### src/rtl/writeback_regfile_if.sv
`default_nettype none
// ============================================================================
// Module      : writeback_regfile_if
// Description : Bundles the writeback and decode-read signals of the register
//               file. The master is the pipeline and the slave is the register file.
// Revision    : 1.0 - initial release
// ============================================================================
interface writeback_regfile_if;
    logic        RegWriteW;
    logic [1:0]  ResultSrcW;
    logic [31:0] ALUResultW;
    logic [31:0] ReadDataW;
    logic [31:0] pc_plus_fourW;
    logic [4:0]  RdW;
    logic [4:0]  A1;
    logic [4:0]  A2;
    logic [31:0] RD1;
    logic [31:0] RD2;
    logic [31:0] ResultW;
    logic [31:0] WriteCount;

    modport master (
        output RegWriteW, ResultSrcW, ALUResultW, ReadDataW, pc_plus_fourW, RdW, A1, A2,
        input  RD1, RD2, ResultW, WriteCount
    );

    modport slave (
        input  RegWriteW, ResultSrcW, ALUResultW, ReadDataW, pc_plus_fourW, RdW, A1, A2,
        output RD1, RD2, ResultW, WriteCount
    );
endinterface
`default_nettype wire

### src/rtl/writeback_regfile.sv
`default_nettype none
// ============================================================================
// Module      : writeback_regfile
// Description : Writeback result mux plus a 32x32 register file with
//               write-through bypass on both read ports and a write counter.
// Revision    : 1.0 - initial release
// ============================================================================
module writeback_regfile #(
    parameter bit CLEAR_ON_RESET = 1'b1
) (
    input  logic                 clk,
    input  logic                 reset,
    writeback_regfile_if.slave   wb
);

    localparam logic [1:0] c_SRC_ALU  = 2'b00;
    localparam logic [1:0] c_SRC_LOAD = 2'b01;
    localparam logic [1:0] c_SRC_LINK = 2'b10;

    logic [31:0] r_regs [0:31];
    logic [31:0] r_writeCount;
    logic [31:0] w_result;
    logic        w_commit;
    logic [31:0] w_rd1;
    logic [31:0] w_rd2;

    // Reserved select value yields zero, so reserved writes store 0.
    always_comb begin
        w_result = 32'h0;
        case (wb.ResultSrcW)
            c_SRC_ALU:  w_result = wb.ALUResultW;
            c_SRC_LOAD: w_result = wb.ReadDataW;
            c_SRC_LINK: w_result = wb.pc_plus_fourW;
            default:    w_result = 32'h0;
        endcase
    end

    assign w_commit = wb.RegWriteW && (wb.RdW != 5'd0) && !reset;

    generate
        if (CLEAR_ON_RESET) begin : g_clear
            always_ff @(posedge clk) begin
                if (reset) begin
                    for (int i = 0; i < 32; i++) begin
                        r_regs[i] <= 32'h0;
                    end
                end else if (w_commit) begin
                    r_regs[wb.RdW] <= w_result;
                end
            end
        end else begin : g_keep
            always_ff @(posedge clk) begin
                if (w_commit) begin
                    r_regs[wb.RdW] <= w_result;
                end
            end
        end
    endgenerate

    always_ff @(posedge clk) begin
        if (reset) begin
            r_writeCount <= 32'h0;
        end else if (w_commit) begin
            r_writeCount <= r_writeCount + 32'd1;
        end
    end

    // w_commit already excludes x0 and reset, so it doubles as the bypass qualifier.
    always_comb begin
        w_rd1 = 32'h0;
        if (wb.A1 != 5'd0) begin
            if (w_commit && (wb.A1 == wb.RdW)) begin
                w_rd1 = w_result;
            end else begin
                w_rd1 = r_regs[wb.A1];
            end
        end
    end

    always_comb begin
        w_rd2 = 32'h0;
        if (wb.A2 != 5'd0) begin
            if (w_commit && (wb.A2 == wb.RdW)) begin
                w_rd2 = w_result;
            end else begin
                w_rd2 = r_regs[wb.A2];
            end
        end
    end

    assign wb.ResultW    = w_result;
    assign wb.RD1        = w_rd1;
    assign wb.RD2        = w_rd2;
    assign wb.WriteCount = r_writeCount;

endmodule
`default_nettype wire

### src/flat_wrapper.sv
// flat-port wrapper written by rule: the top's interface ports become plain ports
module writeback_regfile_flat 
#(
    parameter bit CLEAR_ON_RESET = 1'b1
)
  (clk, reset, wb_RegWriteW, wb_ResultSrcW, wb_ALUResultW, wb_ReadDataW, wb_pc_plus_fourW, wb_RdW, wb_A1, wb_A2, wb_RD1, wb_RD2, wb_ResultW, wb_WriteCount);
  writeback_regfile_if wb_i ();
  input  logic clk;
  input  logic reset;
  input wire logic [$bits(wb_i.RegWriteW)-1:0] wb_RegWriteW;
  input wire logic [$bits(wb_i.ResultSrcW)-1:0] wb_ResultSrcW;
  input wire logic [$bits(wb_i.ALUResultW)-1:0] wb_ALUResultW;
  input wire logic [$bits(wb_i.ReadDataW)-1:0] wb_ReadDataW;
  input wire logic [$bits(wb_i.pc_plus_fourW)-1:0] wb_pc_plus_fourW;
  input wire logic [$bits(wb_i.RdW)-1:0] wb_RdW;
  input wire logic [$bits(wb_i.A1)-1:0] wb_A1;
  input wire logic [$bits(wb_i.A2)-1:0] wb_A2;
  output wire logic [$bits(wb_i.RD1)-1:0] wb_RD1;
  output wire logic [$bits(wb_i.RD2)-1:0] wb_RD2;
  output wire logic [$bits(wb_i.ResultW)-1:0] wb_ResultW;
  output wire logic [$bits(wb_i.WriteCount)-1:0] wb_WriteCount;
  assign wb_i.RegWriteW = wb_RegWriteW;
  assign wb_i.ResultSrcW = wb_ResultSrcW;
  assign wb_i.ALUResultW = wb_ALUResultW;
  assign wb_i.ReadDataW = wb_ReadDataW;
  assign wb_i.pc_plus_fourW = wb_pc_plus_fourW;
  assign wb_i.RdW = wb_RdW;
  assign wb_i.A1 = wb_A1;
  assign wb_i.A2 = wb_A2;
  assign wb_RD1 = wb_i.RD1;
  assign wb_RD2 = wb_i.RD2;
  assign wb_ResultW = wb_i.ResultW;
  assign wb_WriteCount = wb_i.WriteCount;
  writeback_regfile #(.CLEAR_ON_RESET(CLEAR_ON_RESET)) u_core (.clk(clk), .reset(reset), .wb(wb_i));
endmodule
### config.mk
export PLATFORM = sky130hd
export DESIGN_NAME = writeback_regfile_flat
export DESIGN_NICKNAME = d
export VERILOG_FILES = /design/src/rtl/writeback_regfile_if.sv /design/src/rtl/writeback_regfile.sv /design/src/flat_wrapper.sv
export SDC_FILE = /design/constraint.sdc
export NUM_CORES = 2
export LEC_CHECK = 0
export CAP_MARGIN = 10
export CORE_AREA = 2 2 355 357
export DETAILED_ROUTE_END_ITERATION = 6
export DIE_AREA = 0 0 357 359
export SYNTH_ARGS = -nofsm -noshare
export SYNTH_HDL_FRONTEND = slang
export SYNTH_SLANG_ARGS = --single-unit
export TNS_END_PERCENT = 20
### constraint.sdc
create_clock -name clk -period 4.6 [get_ports clk]
set_input_delay 0.46 -clock clk [delete_from_list [all_inputs] [get_ports clk]]
set_output_delay 0.46 -clock clk [all_outputs]
set_load 0.05 [all_outputs]
# --- Yosys cells after proc, flatten, opt, wreduce, memory -nomap -nowiden ---
# Memories as Yosys holds them, arrays and structs flattened.
# Cells that the tools add are included.
totals:
  register_bits: 32
  latchBits: 0
  mem_bits_rw: 1024
  rom_bits: 0
  in_bits: 116
  word_cells: 30
  n_memories: 1
classes:
  addsub: 1
  mul: 0
  div: 0
  n_lt_le_gt_ge: 0
  n_eq_ne: 4
  shifts: 0
  muxes: 13
  bitwise_logic: 0
  reduce_logical: 10
memory_table:
  columns: ["name", "words", "width", "read_ports", "rd_ports_with_merged_regs", "write_ports", "line", "text"]
  rows:
  - ["u_core.r_regs", 32, 32, 2, 0, 32, "writeback_regfile.sv:20", "logic [31:0] r_regs [0:31];"]
ops:
  columns: ["operator", "count"]
  rows:
  - ["$mux W32", 5]
  - ["$pmux W32 S3", 1]
  - ["$add A32 B1 Y32 const B", 1]
  - ["$reduce_or A32 Y1", 1]
  - ["$reduce_bool A5 Y1", 3]
  - ["$eq A5 B5 Y1", 2]
  - ["$mux W1", 6]
  - ["$mux W5", 1]
  - ["$logic_and A1 B1 Y1", 4]
  - ["$eq A2 B1 Y1 const B", 1]
  - ["$eq A2 B2 Y1 const B", 1]
  - ["$logic_not A2 Y1", 1]
  - ["$logic_not A1 Y1", 1]

# --- Depth between registers and ports, before layout ---
logic_depth:
  word_depth: 8
  ltp_mapped: 9
  mapped_depth_nobuf: 5

# --- Worst setup path after synthesis ---
# No wires, ideal clock.
synth_timing:
  path_type: "input -> output"
  from: "input port wb_A2[2]"
  to: "output port wb_RD2[31]"
  arrival_ns: 3.180
  required_time_ns: 4.140
  path_slack_ns: 0.960
  stages: 8
  path_cell_list: "clkbuf_1 -> buf_1 -> clkbuf_1 -> clkbuf_1 -> nor2_1 -> o22ai_1 -> nor4_1 -> a211oi_1"
synth_between:
  elab_chain_len: 4
synth_rtl:
  columns: ["element", "line", "text"]
  rows:
  - ["start: declaration", "flat_wrapper.sv:17", "input wire logic [$bits(wb_i.A2)-1:0] wb_A2;"]
  - ["parallel branches: the longest is 3 deep, another holds $mem_v2 Z32 W32", null, null]
  - ["$mux W32 (*)", "writeback_regfile.sv:82", "if (wb.A2 != 5'd0) begin"]
  - ["end: declaration", "flat_wrapper.sv:19", "output wire logic [$bits(wb_i.RD2)-1:0] wb_RD2;"]
# Mark *: on every way between the ends.

# --- Final worst setup path ---
layout_timing:
  from: "input port wb_RdW[2]"
  to: "output port wb_RD1[15]"
layout_between:
  elab_chain_len: 6
layout_rtl:
  columns: ["element", "line", "text"]
  rows:
  - ["start: declaration", "flat_wrapper.sv:15", "input wire logic [$bits(wb_i.RdW)-1:0] wb_RdW;"]
  - ["$reduce_bool A5 Y1", "writeback_regfile.sv:38", "assign w_commit = wb.RegWriteW && (wb.RdW != 5'd0) && !reset;"]
  - ["$logic_and A1 B1 Y1 (2 in series)", "writeback_regfile.sv:38", null]
  - ["$logic_and A1 B1 Y1 (*)", "writeback_regfile.sv:72", "if (w_commit && (wb.A1 == wb.RdW)) begin"]
  - ["$mux W32 (*)", "writeback_regfile.sv:72", null]
  - ["$mux W32 (*)", "writeback_regfile.sv:71", "if (wb.A1 != 5'd0) begin"]
  - ["end: declaration", "flat_wrapper.sv:18", "output wire logic [$bits(wb_i.RD1)-1:0] wb_RD1;"]
# Mark *: on every way between the ends. The rest lies on a longest branch, timed or not.

==> flow_summary.json <==
{
  "status": "finished clean",
  "area_delta_synth_final_pct": 18.4,
  "place.port_buffers": 243,
  "ys_types": 54,
  "hp-class": "register to register",
  "grt_max_degree": 67,
  "numCtsBuffers": 113,
  "place_ws_ns": 0.216,
  "cts.sinks": 1056,
  "drt-initial-drc-count": 7055,
  "rr_worst_depth": 5,
  "crit_path_start_kind": "input pin",
  "clock_path_buffers": 3,
  "final_nets": 4848,
  "p_switching_uw": 6820,
  "synth_area_um2": 55700,
  "slew_headroom": 0.134,
  "rows": 130,
  "gr-total-overflow": 0,
  "grt_pass1_vias": 42400,
  "die_x_um": 357,
  "crit_top_cell": "buf_12",
  "start_util": 0.447,
  "seq_area_frac_synth": 0.564,
  "crit_buf_inv": 3,
  "cp.depth": 8,
  "die-height_um": 359,
  "hold_path_depth": 2,
  "ctsHoldBuffers": 0,
  "synth_edf_count": 1024,
  "wl_per_cell_um": 34.6,
  "route.vias.total": 43400,
  "pwr-share-comb": 0.170,
  "fill_cells": 10600,
  "crit_slowest_cell": "nor4_1",
  "grt_usage": 0.343,
  "ant_nets": 0,
  "post-route-worst-setup-slack_ns": 0.194,
  "p_int_uw": 17900,
  "slew_violations": 0,
  "setup_violations": 0,
  "finalCritPeriodShare": 0.958,
  "clkPwrFrac": 0.373,
  "worstPathArrival_ns": 3.95,
  "ir_drop_uv": 344,
  "drc": 0,
  "htreeDepth": 3,
  "fin_crit_ns": 4.41,
  "fmax_ghz": 0.227,
  "fin_skew_ns": 0.0272,
  "pin_count": 244,
  "synthFlopType": "edfxtp_1",
  "avgSynthCellArea_um2": 12.3,
  "postCtsResizedCells": 0,
  "crit_fanout": 34,
  "die_area_um2": 128000,
  "finalHoldViolations": 0,
  "antenna_found_initial": 3,
  "ys_warn_count": 0,
  "ys_async_sr_fraction": 0,
  "core_area_um2": 125000,
  "routed_wl_mm": 224,
  "ys_ff_latch": 1056,
  "leakagePower_uw": 0.0225,
  "path_cells": "clkdlybuf4s50_1 -> or3_1 -> o21ai_0 -> nor4_2 -> buf_12 -> nor4_1 -> a211oi_1 -> buf_12",
  "firstDrtPassIters": 6,
  "fin_setup_tns_ns": 0,
  "cts_setup_buffers": 0,
  "crit_type": "input pin to output port",
  "grt_pass1_wl_mm": 313,
  "insertion_delay_ns": 0.73,
  "clk_pin_slew_ns": 0.06,
  "cp_slowest_stage_delay_ns": 0.70,
  "viasPerCell": 6.70,
  "end_kind": "output port",
  "dpl.hpwl_mm": 136,
  "drv_cap": 0,
  "gp_congestion": 0.907,
  "pwr-share-seq": 0.457,
  "drive_gt1_frac": 0.264,
  "required_ns": 4.14,
  "p_per_area_nw_per_um2": 376,
  "cts_root_buf": "clkbuf_16",
  "cts_tree": "yes",
  "swShare": 0.276,
  "syn_inst": 4539,
  "rsz0062_at_grt": "false",
  "worst_slew_pin_slew_ns": 1.29,
  "critical_path.top_delay_family": "simple AND/OR/NAND/NOR gates"
}
## state kept, by name, indices dropped and copies added, names as in the netlist
name                  flops
u_core.wb.WriteCount     32
u_core.r_regs          1024
## Yosys cell counts (4+ instances only)
| cell | n | area, um^2 |
|---|---|---|
| o2111ai_1 | 4 | 35.0 |
| mux2_2 | 412 | 4640 |
| o22ai_1 | 218 | 1360 |
| nand3_1 | 13 | 65.1 |
| and3_1 | 4 | 25.0 |
| clkbuf_1 | 400 | 1500 |
| nor3_1 | 100 | 500 |
| o32ai_1 | 32 | 280 |
| edfxtp_1 | 1024 | 30700 |
| nand2b_1 | 41 | 257 |
| mux4_2 | 231 | 5200 |
| or3_1 | 16 | 100 |
| xor2_1 | 4 | 35.0 |
| a211oi_1 | 157 | 1180 |
| buf_2 | 34 | 170 |
| nor4_1 | 103 | 644 |
| xnor2_1 | 23 | 201 |
| nor2b_1 | 98 | 613 |
| dfxtp_1 | 32 | 641 |
| or2_2 | 6 | 37.5 |
| buf_1 | 39 | 146 |
| nor2_1 | 1139 | 4280 |
| a21oi_1 | 46 | 230 |
| nand2_1 | 51 | 191 |
| mux2i_1 | 159 | 1590 |
| inv_1 | 40 | 150 |
| o21ai_0 | 46 | 230 |
| a221o_1 | 30 | 300 |
## cells by family (layout without fill, tap and decap cells)
family / Yosys count / in the layout / synth area share
mux: 802 / 802 / 0.205
other cells: 1 / 34 / 0.0000674
flops: 1056 / 1056 / 0.564
xor+xnor: 27 / 27 / 0.00425
simple gates: 1592 / 1592 / 0.124
fa+ha+maj: 1 / 1 / 0.000225
compound gates: 546 / 546 / 0.0670
buf+inv: 514 / 769 / 0.0354
## cell type report
class                      instances  area, um^2  share of cell area
antenna                            2        5.00           0.0000760
tap                             1650        2060              0.0313
sequential                      1056       31400               0.476
multi-input combinational       3000       23000               0.349
inverter                          41         156             0.00237
clock buffer                     141        2950              0.0448
clock inverter                    68         689              0.0105
timing repair buffer             519        5650              0.0858
## metrics by stage
stage / cells / total power (uW) / cell area [um^2] / utilization / hold slack, ns
after floorplan: 4570 / 13700 / 55800 / - / 0.708
after global placement: 6266 / 15600 / 62200 / 0.499 / 0.479
after detailed placement: 6266 / 15600 / 62200 / 0.499 / 0.487
after CTS: 6475 / 24700 / 65900 / 0.529 / 0.498
after global routing: 6475 / 25300 / 65900 / 0.529 / 0.532
final: 6477 / 24800 / 65900 / 0.529 / 0.495
## worst reg2reg max path, delay by kind of cell, from the launching register on
kind | cells | cell delay, ns
flip-flops | 1 | 0.45
AO/OA/AOI/OAI | 1 | 0.13
AND/OR/NAND/NOR | 4 | 1.82
## cell usage in the layout (no fill, tap or decap), drive strengths merged, types with 46 or more instances in the layout
cell type      netlist  layout
nor4               103     103
o21ai               46      46
clkbuf             400     141
inv                 41      46
o22ai              218     218
a21oi               46      46
nor2              1139    1139
mux4               231     231
edfxtp            1024    1024
mux2               412     412
mux2i              159     159
nand2               51      51
clkdlybuf4s50        0     170
buf                 73     349
a211oi             157     157
nor3               100     100
clkinv               0      47
nor2b               98      98
## routing by layer
| layer | track usage | wire, um | vias to the layer above |
|---|---|---|---|
| li1 | - | - | 17400 |
| met1 | 0.452 | 81100 | 21900 |
| met2 | 0.522 | 99500 | 3368 |
| met3 | 0.0890 | 30000 | 695 |
| met4 | 0.178 | 13200 | 2 |
| met5 | 0 | 13 | - |
## power by group through the flow
stage | Clock (uW) | Combinational (uW) | Sequential [uW]
2_1_floorplan | 0 | 2320 | 11400
3_3_place_gp | 0 | 4110 | 11500
3_5_place_dp | 0 | 4120 | 11500
4_1_cts | 9230 | 4140 | 11300
5_1_grt | 9620 | 4320 | 11400
6_report | 9250 | 4210 | 11300
## path summary, 6_finish.rpt
check                                 from                  endpoint  slack (ns)
hold / removal    u_core.wb.WriteCount[31]  u_core.wb.WriteCount[31]        0.50
hold reg to reg   u_core.wb.WriteCount[31]  u_core.wb.WriteCount[31]        0.50
setup / recovery                 wb_RdW[2]                wb_RD1[15]        0.19
setup reg to reg  u_core.wb.WriteCount[12]  u_core.wb.WriteCount[31]        2.13
Power figures use the tool's default switching activity.
